### src/rtl/io_dispatch_registers.sv
// CPU register block that stages command words, queues them on a doorbell,
// offers queued commands to idle cores round-robin, and counts core
// completions to drive a level interrupt.

// Per-core completion detector: flags a busy 1->0 transition.
module io_dispatch_lane (
    input  logic gpu_clk,
    input  logic gpu_reset_n,
    input  logic busy,
    output logic done_edge
);
    logic busy_q;

    // Busy history starts at 0 so nothing counts right after reset release
    always_ff @(posedge gpu_clk or negedge gpu_reset_n) begin
        if (!gpu_reset_n) busy_q <= 1'b0;
        else              busy_q <= busy;
    end

    assign done_edge = busy_q & ~busy;
endmodule

module io_dispatch_registers #(
    parameter int CORE_COUNT        = 4,
    parameter int BYTES_PER_WORD    = 4,
    parameter int WORDS_PER_COMMAND = 3,
    parameter int COMMAND_DEPTH     = 8,
    localparam int WORD_BITS  = 8 * BYTES_PER_WORD,
    localparam int WORD_COUNT = 5 + WORDS_PER_COMMAND,
    localparam int AW         = $clog2(WORD_COUNT * BYTES_PER_WORD)
) (
    input  logic                                   gpu_clk,
    input  logic                                   gpu_reset_n,
    input  logic [AW-1:0]                          cpu_address,
    input  logic                                   cpu_rd_en,
    output logic [WORD_BITS-1:0]                   cpu_rd_data,
    input  logic [BYTES_PER_WORD-1:0]              cpu_wr_en,
    input  logic [WORD_BITS-1:0]                   cpu_wr_data,
    output logic [CORE_COUNT-1:0]                  core_cmd_valid,
    input  logic [CORE_COUNT-1:0]                  core_cmd_ready,
    output logic [WORDS_PER_COMMAND*WORD_BITS-1:0] core_cmd_data,
    input  logic [CORE_COUNT-1:0]                  core_busy,
    output logic                                   irq
);
    localparam int CMD_BITS   = WORDS_PER_COMMAND * WORD_BITS;
    localparam int PTR_W      = (COMMAND_DEPTH > 1) ? $clog2(COMMAND_DEPTH) : 1;
    localparam int CNT_W      = $clog2(COMMAND_DEPTH + 1);
    localparam int PW         = (CORE_COUNT > 1) ? $clog2(CORE_COUNT) : 1;
    localparam int IDX_ID     = 0;
    localparam int IDX_STATUS = 1;
    localparam int IDX_CTRL   = 2;
    localparam int IDX_DONE   = 3;
    localparam int IDX_STAGE  = 4;
    localparam int IDX_BELL   = 4 + WORDS_PER_COMMAND;

    localparam logic [0:0] ST_IDLE  = 1'b0;
    localparam logic [0:0] ST_OFFER = 1'b1;

    logic [WORDS_PER_COMMAND-1:0][WORD_BITS-1:0] staging;
    logic [CMD_BITS-1:0]  fifo_mem [COMMAND_DEPTH];
    logic [PTR_W-1:0]     wr_ptr, rd_ptr;
    logic [CNT_W-1:0]     fifo_count;
    logic                 fifo_full;
    logic                 dispatch_enable, irq_enable, overflow;
    logic [WORD_BITS-1:0] done_count;
    logic [0:0]           state;
    logic [PW-1:0]        rr_ptr, target, pick;
    logic [PW:0]          scan;
    logic                 pick_found;
    logic [CORE_COUNT-1:0] done_edge;
    logic [4:0]           edge_count;
    logic [WORD_BITS:0]   done_sum;
    logic [31:0]          word_idx;
    logic                 wr_any, wr_ctrl, wr_done, push, push_ok, pop;
    logic [WORD_BITS-1:0] status, rd_mux;

    // Completion detectors, one per core
    for (genvar c = 0; c < CORE_COUNT; c++) begin : g_lane
        io_dispatch_lane u_lane (
            .gpu_clk     (gpu_clk),
            .gpu_reset_n (gpu_reset_n),
            .busy        (core_busy[c]),
            .done_edge   (done_edge[c])
        );
    end

    assign word_idx  = 32'(cpu_address) / 32'(BYTES_PER_WORD);
    assign wr_any    = |cpu_wr_en;
    assign wr_ctrl   = wr_any && (word_idx == 32'(IDX_CTRL));
    assign wr_done   = wr_any && (word_idx == 32'(IDX_DONE));
    assign push      = wr_any && (word_idx == 32'(IDX_BELL));
    assign fifo_full = (fifo_count == CNT_W'(COMMAND_DEPTH));
    assign push_ok   = push && !fifo_full;
    assign pop       = (state == ST_OFFER) && core_cmd_ready[target];

    function automatic logic [PTR_W-1:0] ptr_next(input logic [PTR_W-1:0] p);
        return (p == PTR_W'(COMMAND_DEPTH - 1)) ? '0 : p + 1'b1;
    endfunction

    // Number of cores that finished this cycle
    always_comb begin
        edge_count = '0;
        for (int i = 0; i < CORE_COUNT; i++) edge_count = edge_count + 5'(done_edge[i]);
    end

    assign done_sum = {1'b0, done_count} + (WORD_BITS+1)'(edge_count);

    // First idle core at or after rr_ptr, wrapping
    always_comb begin
        pick       = '0;
        pick_found = 1'b0;
        scan       = '0;
        for (int i = 0; i < CORE_COUNT; i++) begin
            scan = {1'b0, rr_ptr} + (PW+1)'(i);
            if (scan >= (PW+1)'(CORE_COUNT)) scan = scan - (PW+1)'(CORE_COUNT);
            if (!pick_found && !core_busy[scan[PW-1:0]]) begin
                pick_found = 1'b1;
                pick       = scan[PW-1:0];
            end
        end
    end

    // Dispatch FSM: an offer, once made, stays up until the target accepts
    always_ff @(posedge gpu_clk or negedge gpu_reset_n) begin
        if (!gpu_reset_n) begin
            state  <= ST_IDLE;
            target <= '0;
            rr_ptr <= '0;
        end else if (state == ST_IDLE) begin
            if (dispatch_enable && (fifo_count != '0) && pick_found) begin
                state  <= ST_OFFER;
                target <= pick;
            end
        end else if (core_cmd_ready[target]) begin
            state  <= ST_IDLE;
            rr_ptr <= (target == PW'(CORE_COUNT - 1)) ? '0 : target + 1'b1;
        end
    end

    // Only the target sees valid; the async reset of state drops it at once
    always_comb begin
        core_cmd_valid = '0;
        if (state == ST_OFFER) core_cmd_valid[target] = 1'b1;
    end

    // Head is masked while empty so the bus reads 0 out of reset
    assign core_cmd_data = (fifo_count != '0) ? fifo_mem[rd_ptr] : '0;

    // Command storage; contents only matter while counted
    always_ff @(posedge gpu_clk) begin
        if (push_ok) fifo_mem[wr_ptr] <= staging;
    end

    // FIFO pointers and occupancy; simultaneous push and pop leave count unchanged
    always_ff @(posedge gpu_clk or negedge gpu_reset_n) begin
        if (!gpu_reset_n) begin
            wr_ptr     <= '0;
            rd_ptr     <= '0;
            fifo_count <= '0;
        end else begin
            if (push_ok) wr_ptr <= ptr_next(wr_ptr);
            if (pop)     rd_ptr <= ptr_next(rd_ptr);
            case ({push_ok, pop})
                2'b10:   fifo_count <= fifo_count + 1'b1;
                2'b01:   fifo_count <= fifo_count - 1'b1;
                default: fifo_count <= fifo_count;
            endcase
        end
    end

    // Control bits and the overflow flag; a new overflow wins over a clear
    always_ff @(posedge gpu_clk or negedge gpu_reset_n) begin
        if (!gpu_reset_n) begin
            dispatch_enable <= 1'b0;
            irq_enable      <= 1'b0;
            overflow        <= 1'b0;
        end else begin
            if (wr_ctrl && cpu_wr_en[0]) begin
                dispatch_enable <= cpu_wr_data[0];
                irq_enable      <= cpu_wr_data[1];
            end
            if (push && fifo_full)                              overflow <= 1'b1;
            else if (wr_ctrl && cpu_wr_en[0] && cpu_wr_data[2]) overflow <= 1'b0;
        end
    end

    // Completion counter saturates; a write restarts it from this cycle's edges
    always_ff @(posedge gpu_clk or negedge gpu_reset_n) begin
        if (!gpu_reset_n) begin
            done_count <= '0;
            irq        <= 1'b0;
        end else begin
            if (wr_done)                done_count <= WORD_BITS'(edge_count);
            else if (done_sum[WORD_BITS]) done_count <= '1;
            else                        done_count <= done_sum[WORD_BITS-1:0];
            irq <= irq_enable && (done_count != '0);
        end
    end

    // Staging words with per-byte write enables; kept after a doorbell
    always_ff @(posedge gpu_clk or negedge gpu_reset_n) begin
        if (!gpu_reset_n) begin
            staging <= '0;
        end else begin
            for (int w = 0; w < WORDS_PER_COMMAND; w++)
                for (int b = 0; b < BYTES_PER_WORD; b++)
                    if (cpu_wr_en[b] && (word_idx == 32'(IDX_STAGE + w)))
                        staging[w][b*8 +: 8] <= cpu_wr_data[b*8 +: 8];
        end
    end

    // STATUS assembly
    always_comb begin
        status        = '0;
        status[0]     = (|core_busy) || (fifo_count != '0) || (state == ST_OFFER);
        status[1]     = fifo_full;
        status[2]     = overflow;
        status[15:8]  = 8'(fifo_count);
        status[31:16] = 16'(core_busy);
    end

    // Read mux; doorbell and out-of-range words read 0
    always_comb begin
        rd_mux = '0;
        if (word_idx == 32'(IDX_ID))     rd_mux = WORD_BITS'(CORE_COUNT);
        if (word_idx == 32'(IDX_STATUS)) rd_mux = status;
        if (word_idx == 32'(IDX_CTRL))   rd_mux = WORD_BITS'({irq_enable, dispatch_enable});
        if (word_idx == 32'(IDX_DONE))   rd_mux = done_count;
        for (int w = 0; w < WORDS_PER_COMMAND; w++)
            if (word_idx == 32'(IDX_STAGE + w)) rd_mux = staging[w];
    end

    // One-cycle registered read, held between strobes
    always_ff @(posedge gpu_clk or negedge gpu_reset_n) begin
        if (!gpu_reset_n)   cpu_rd_data <= '0;
        else if (cpu_rd_en) cpu_rd_data <= rd_mux;
    end
endmodule
### config.mk
export PLATFORM = sky130hd
export DESIGN_NAME = io_dispatch_registers
export DESIGN_NICKNAME = d
export VERILOG_FILES = /design/src/rtl/io_dispatch_registers.sv
export SDC_FILE = /design/constraint.sdc
export NUM_CORES = 1
export LEC_CHECK = 0
export BUFFER_PORTS_ARGS = -buffer_cell sky130_fd_sc_hd__buf_4
export CORE_AREA = 2 2 232 325
export CTS_CLUSTER_DIAMETER = 100
export DETAILED_ROUTE_END_ITERATION = 8
export DIE_AREA = 0 0 234 327
export GPL_TIMING_DRIVEN = 0
export PLACE_DENSITY = 0.74
export SETUP_SLACK_MARGIN = 0.2
export SKIP_CTS_REPAIR_TIMING = 1
export SYNTH_ARGS = -nofsm -noshare
export SYNTH_HDL_FRONTEND = slang
export SYNTH_SLANG_ARGS = --single-unit
### constraint.sdc
create_clock -name gpu_clk -period 11.65 [get_ports gpu_clk]
set_input_delay 1.7475 -clock gpu_clk [delete_from_list [all_inputs] [get_ports gpu_clk]]
set_output_delay 1.7475 -clock gpu_clk [all_outputs]
set_load 0.05 [all_outputs]
Word-level counts from Yosys, hierarchy flattened
Memories as Yosys holds them, arrays and structs flattened.
Index checks and enable logic that the tools add are counted.

word-level totals
  logic and storage cells = 167
  output and inout port bits = 133
  register bits = 183
  bits in writable memories = 768
  memories kept = 1

cells by class
  order comparisons = 10
  mux-type cells = 46
  eq/ne operators = 13
  add/subtract/negate cells = 16
  reduce and logical (&&, ||, !) cells = 44
  bitwise logic cells = 9

memory list
  memory    words  width  read ports  clocked after memory_dff  write ports  RTL line  source
  fifo_mem  8      96     1           0                         1            60        logic [CMD_BITS-1:0] fifo_mem [COMMAND_DEPTH];

operators with widths
  cell                   count
  $mux W32               6
  $mux W96               1
  $mux W20               2
  $add A32 B4 Y33        1
  $logic_not A32 Y1      1
  $reduce_bool A32 Y1    1
  $logic_and A1 B1 Y1    27
  $eq A3 B3 Y1 const B   6
  $mux W2                9
  $mux W1                17
  $lt A2 B3 Y1 const B   5
  $bmux W1 S2            5
  $ge A3 B3 Y1 const B   3
  $mux W3                3
  $pmux W4 S2            1
  $reduce_or A4 Y1       2
  $sub A2 B1 Y2 const B  4
  $add A2 B2 Y3 const B  2
  $add A3 B1 Y3 const B  2
  $eq A3 B2 Y1 const B   2
  $logic_not A1 Y1       6
  $not A1 Y1             5
  $add A3 B1 Y4          1
  $add A4 B1 Y4 const B  1
  18 further kinds       25

Depth between registers and ports, before layout
  depth after elaboration = 17
  gate-level depth with buffers = 13
  mapped depth without buffers = 11

By module
From an unflattened synthesis, not the netlist that was laid out.

unflattened totals
  cell total of the unflattened synthesis = 2030
  area, all modules = 37990.2 µm²

modules (own cells, without submodules)
  module                 area an instance (µm²)  sequential area each (µm²)  instances  cells each
  io_dispatch_registers  37835.0                 27541.4                     1          2022
  io_dispatch_lane       38.8                    25.0                        4          2

Worst setup path before layout
No wires, ideal clock.

  kind = in2reg
  from = input cpu_wr_en[3]
  to = memory fifo_mem[1][0] (netlist name), enable pin
  buffers on the path = 1
  library setup time = 0.668 ns
  arrival time = 9.104 ns
  stages on the path = 5
  data required time = 10.982 ns
  setup slack = 1.878 ns
  cell sequence = nor4_1 > or3_1 > clkbuf_1 > or2_2 > nor3_1

on the way
  longest elaborated chain between the ends = 5

RTL lines
  what                           RTL line  source
  start, declared                37        input logic [BYTES_PER_WORD-1:0] cpu_wr_en,
  $reduce_or A4 Y1               88        assign wr_any = |cpu_wr_en;
  $logic_and A1 B1 Y1            91        assign push = wr_any && (word_idx == 32'(IDX_BELL));
  $logic_and A1 B1 Y1            93        assign push_ok = push && !fifo_full;
  $mux W1                        151       if (push_ok) fifo_mem[wr_ptr] <= staging;
  $mux W1 (not written as such)  151
  end, declared                  60

Every way passes these cells.

Worst setup path after layout
  from = register rd_ptr[0]
  to = output core_cmd_data[84]

on the way
  longest elaborated chain between the ends = 2

RTL lines
  what                    RTL line  source
  start, declared         61        logic [PTR_W-1:0] wr_ptr, rd_ptr;
  start signal, assigned  162       if (pop) rd_ptr <= ptr_next(rd_ptr);
  $mem_v2 Z8 W96          n/a
  $mux W96                147       assign core_cmd_data = (fifo_count != '0) ? fifo_mem[rd_ptr] : '0;
  end, declared           41        output logic [WORDS_PER_COMMAND*WORD_BITS-1:0] core_cmd_data,

Every way passes these cells.

==> results.json <==
{
  "slew_violations": 0,
  "cts_root_buf": "clkbuf_16",
  "worstHoldPathType": "reg2reg",
  "critical_path.top_delay_family": "buffers and inverters",
  "tightest_slew_ps": 1138,
  "cp-end-kind": "output port",
  "p_per_area_nw_per_um2": 241.9,
  "rsz0062_at_grt": "no",
  "drt_iter0_drc": 2347,
  "die_w_microns": 234,
  "avgSynthCellArea_sq_um": 18.79,
  "worst_path_max_delay_cell": "clkbuf_1",
  "worstSetupPathType": "reg2out",
  "area_growth_pct": 15.99,
  "io_pins": 185,
  "grt_pass1_wl_microns": 142700,
  "arrival_ps": 3920,
  "vdd_drop_max_uv": 145.1,
  "drv_cap": 0,
  "max_stage_delay_ps": 820,
  "final_common_cell": "edfxtp_1",
  "dpl-instance-area_sq_um": 41420,
  "synth_edf_count": 768,
  "grt_max_degree": 117,
  "p_leak_nw": 15.23,
  "drcViolationCount": 0,
  "skew_ps": 32.54,
  "htreeDepth": 3,
  "placed_cells": 3211,
  "async_flop_share": 0.1924,
  "path_clk_slew_ps": 70,
  "cts.path.max_buffers": 3,
  "via_per_inst": 6.149,
  "dp_hpwl_microns": 69270,
  "dieArea_sq_um": 76520,
  "tns_ps": 0,
  "avgRoutedWirePerCell_microns": 29.19,
  "finalCritPeriodShare": 0.4863,
  "final_util": 0.5967,
  "ys_warn_count": 0,
  "synth_cells": 2017,
  "layout_common_cells": "768 x edfxtp_1, 193 x mux4_2, 183 x dfrtp_1, 183 x buf_4, 150 x nor2_1",
  "cp_max_fo": 10,
  "antenna_found_initial": 3,
  "syn-num-nets": 2088,
  "fp.dieH_microns": 327,
  "synth_cell_types": 55,
  "relSlewSlack": 0.2411,
  "port_buffers": 181,
  "required_ps": 9900,
  "nets": 2406,
  "fp-row-count": 118,
  "cts_tree": "done",
  "hold_violations": 0,
  "path_buf_inv": 4,
  "synthesis.area_sq_um": 37900,
  "path_cells": "clkbuf_1 > clkbuf_1 > buf_2 > mux4_2 > mux2i_1 > nor2_1 > buf_4",
  "cp-start-kind": "flop",
  "start_util": 0.5145,
  "grt_use_total": 0.2612,
  "coreArea_sq_um": 73670,
  "final_area_sq_um": 43960,
  "stdcell_count": 3360,
  "drive_gt1_frac": 0.2968,
  "status": "complete, no violations",
  "max_freq_mhz": 176.5,
  "crit_top_cell": "clkbuf_1",
  "via_count": 20660,
  "setup_viol": 0,
  "grt_pass1_vias": 21160,
  "synth_seq_area_share": 0.7293,
  "period_minus_slack_ps": 5665,
  "cts_buffers": 82,
  "final_antenna_net_count": 0,
  "synth_seq_cells": 951,
  "drt-total-wl_microns": 98090,
  "whs_ps": 538.4,
  "drt_pre_antenna_iters": 5,
  "clock_sinks": 951,
  "gr-total-overflow": 0,
  "ys.flop_type": "edfxtp_1",
  "insertion_delay_ps": 650,
  "gp_congestion": 0.9246
}
-- registers in the layout, summed over array words and instances, names as in the netlist, 3 cells and up --
name	flops
g_lane.u_lane.busy_q	4
rd_ptr	3
done_count	32
wr_ptr	3
cpu_rd_data	32
staging	96
fifo_mem	768
fifo_count	4
-- worst paths after layout --
kind | start | endpoint | slack, ps | cells after the start
max | rd_ptr[0]$_DFFE_PN0P_ | core_cmd_data[84] | 5980 | 7
min | cpu_rd_data[9]$_DFFE_PN0P_ | cpu_rd_data[9]$_DFFE_PN0P_ | 540 | 2
max reg2reg | g_lane[3].u_lane.busy_q$_DFF_PN0_ | done_count[22]$_DFF_PN0_ | 7900 | 11
min reg2reg | cpu_rd_data[9]$_DFFE_PN0P_ | cpu_rd_data[9]$_DFFE_PN0P_ | 540 | 2
max in group asynchronous | gpu_reset_n | staging[58]$_DFFE_PN0P_ | 9610 | 2
min in group asynchronous | gpu_reset_n | staging[11]$_DFFE_PN0P_ | 1040 | 1
-- metal layers --
layer	wire length (microns)	track usage	vias to the layer above
met5	23	0	-
met4	4760	0.1277	4
met3	6722	0.03795	181
met2	50010	0.4384	900
met1	36580	0.3346	10940
li1	-	-	8640
-- stage by stage --
| stage | power (mW) | worst slack (ps) |
|---|---|---|
| 2_1_floorplan | 6.817 | 1878 |
| 3_3_place_gp | 8.012 | -5618 |
| 3_5_place_dp | 8.096 | 6154 |
| 4_1_cts | 10.69 | 5949 |
| 5_1_grt | 11.00 | 5899 |
| 6_report | 10.63 | 5985 |
-- logic make-up (layout without fill, tap and decap cells) --
kind of cell               Yosys count  in the layout  share of synthesized area
other                                0              1                          0
DFF                                951            951                     0.7293
AOI/OAI and AO/OA                  180            180                    0.03060
xor gates and xnor gates            28             28                   0.006470
buffers and inverters              124            506                    0.01344
adders and majority gates           19             19                   0.006866
muxes                              414            414                     0.1770
and+or+nand+nor                    301            301                    0.03631
-- worst min-delay path, cell delays in order (launching register included) --
cell	delay, ps
dfrtp_1	350
nor2_1	50
a21oi_1	100
-- layout make-up --
type / count / area, sq um
clock inverter: 41 / 299.0
sequential: 951 / 27640
fill: 5201 / 29710
buffer: 108 / 449.2
clock buffer: 107 / 2237
inverter: 16 / 60.06
multi-input combinational: 942 / 9816
timing repair buffer: 234 / 2256
tap: 960 / 1201
antenna: 1 / 2.502
-- Yosys cell counts, types with 2 or more instances --
cell type	count	area share
a21o_1	5	0.00099
dfrtp_1	183	0.12
and2_1	8	0.0013
a2111oi_0	2	0.00046
a22o_1	20	0.0046
a311oi_1	2	0.00046
a21oi_1	80	0.011
xor2_1	20	0.0046
nor4_1	11	0.0018
nand2_1	53	0.0052
ha_1	16	0.0053
xnor2_1	8	0.0018
nor2_1	156	0.015
a2bb2oi_1	8	0.0018
nand3_1	13	0.0017
or3_1	2	0.00033
nand2b_1	6	0.00099
a22oi_1	22	0.0044
and3_1	10	0.0017
o22ai_1	2	0.00033
clkbuf_1	63	0.0062
mux4_2	193	0.11
buf_1	20	0.0020
inv_1	16	0.0016
buf_2	23	0.0030
buf_6	2	0.00059
nand4_1	9	0.0015
nor3_1	8	0.0011
edfxtp_1	768	0.61
a211oi_1	3	0.00059
mux2i_1	100	0.026
o21ai_0	19	0.0025
nor2b_1	10	0.0017
and4_1	4	0.00092
or2_2	3	0.00050
fa_1	3	0.0016
mux2_2	121	0.036
a31oi_1	8	0.0013
-- power breakdown --
group	switching, mW	total (mW)	internal [mW]
combinational	2.27	3.59	1.31
sequential	0.361	4.42	4.06
clock	1.20	2.63	1.43
total	3.84	10.6	6.80
Note: power is estimated with default switching activity, not from simulation.
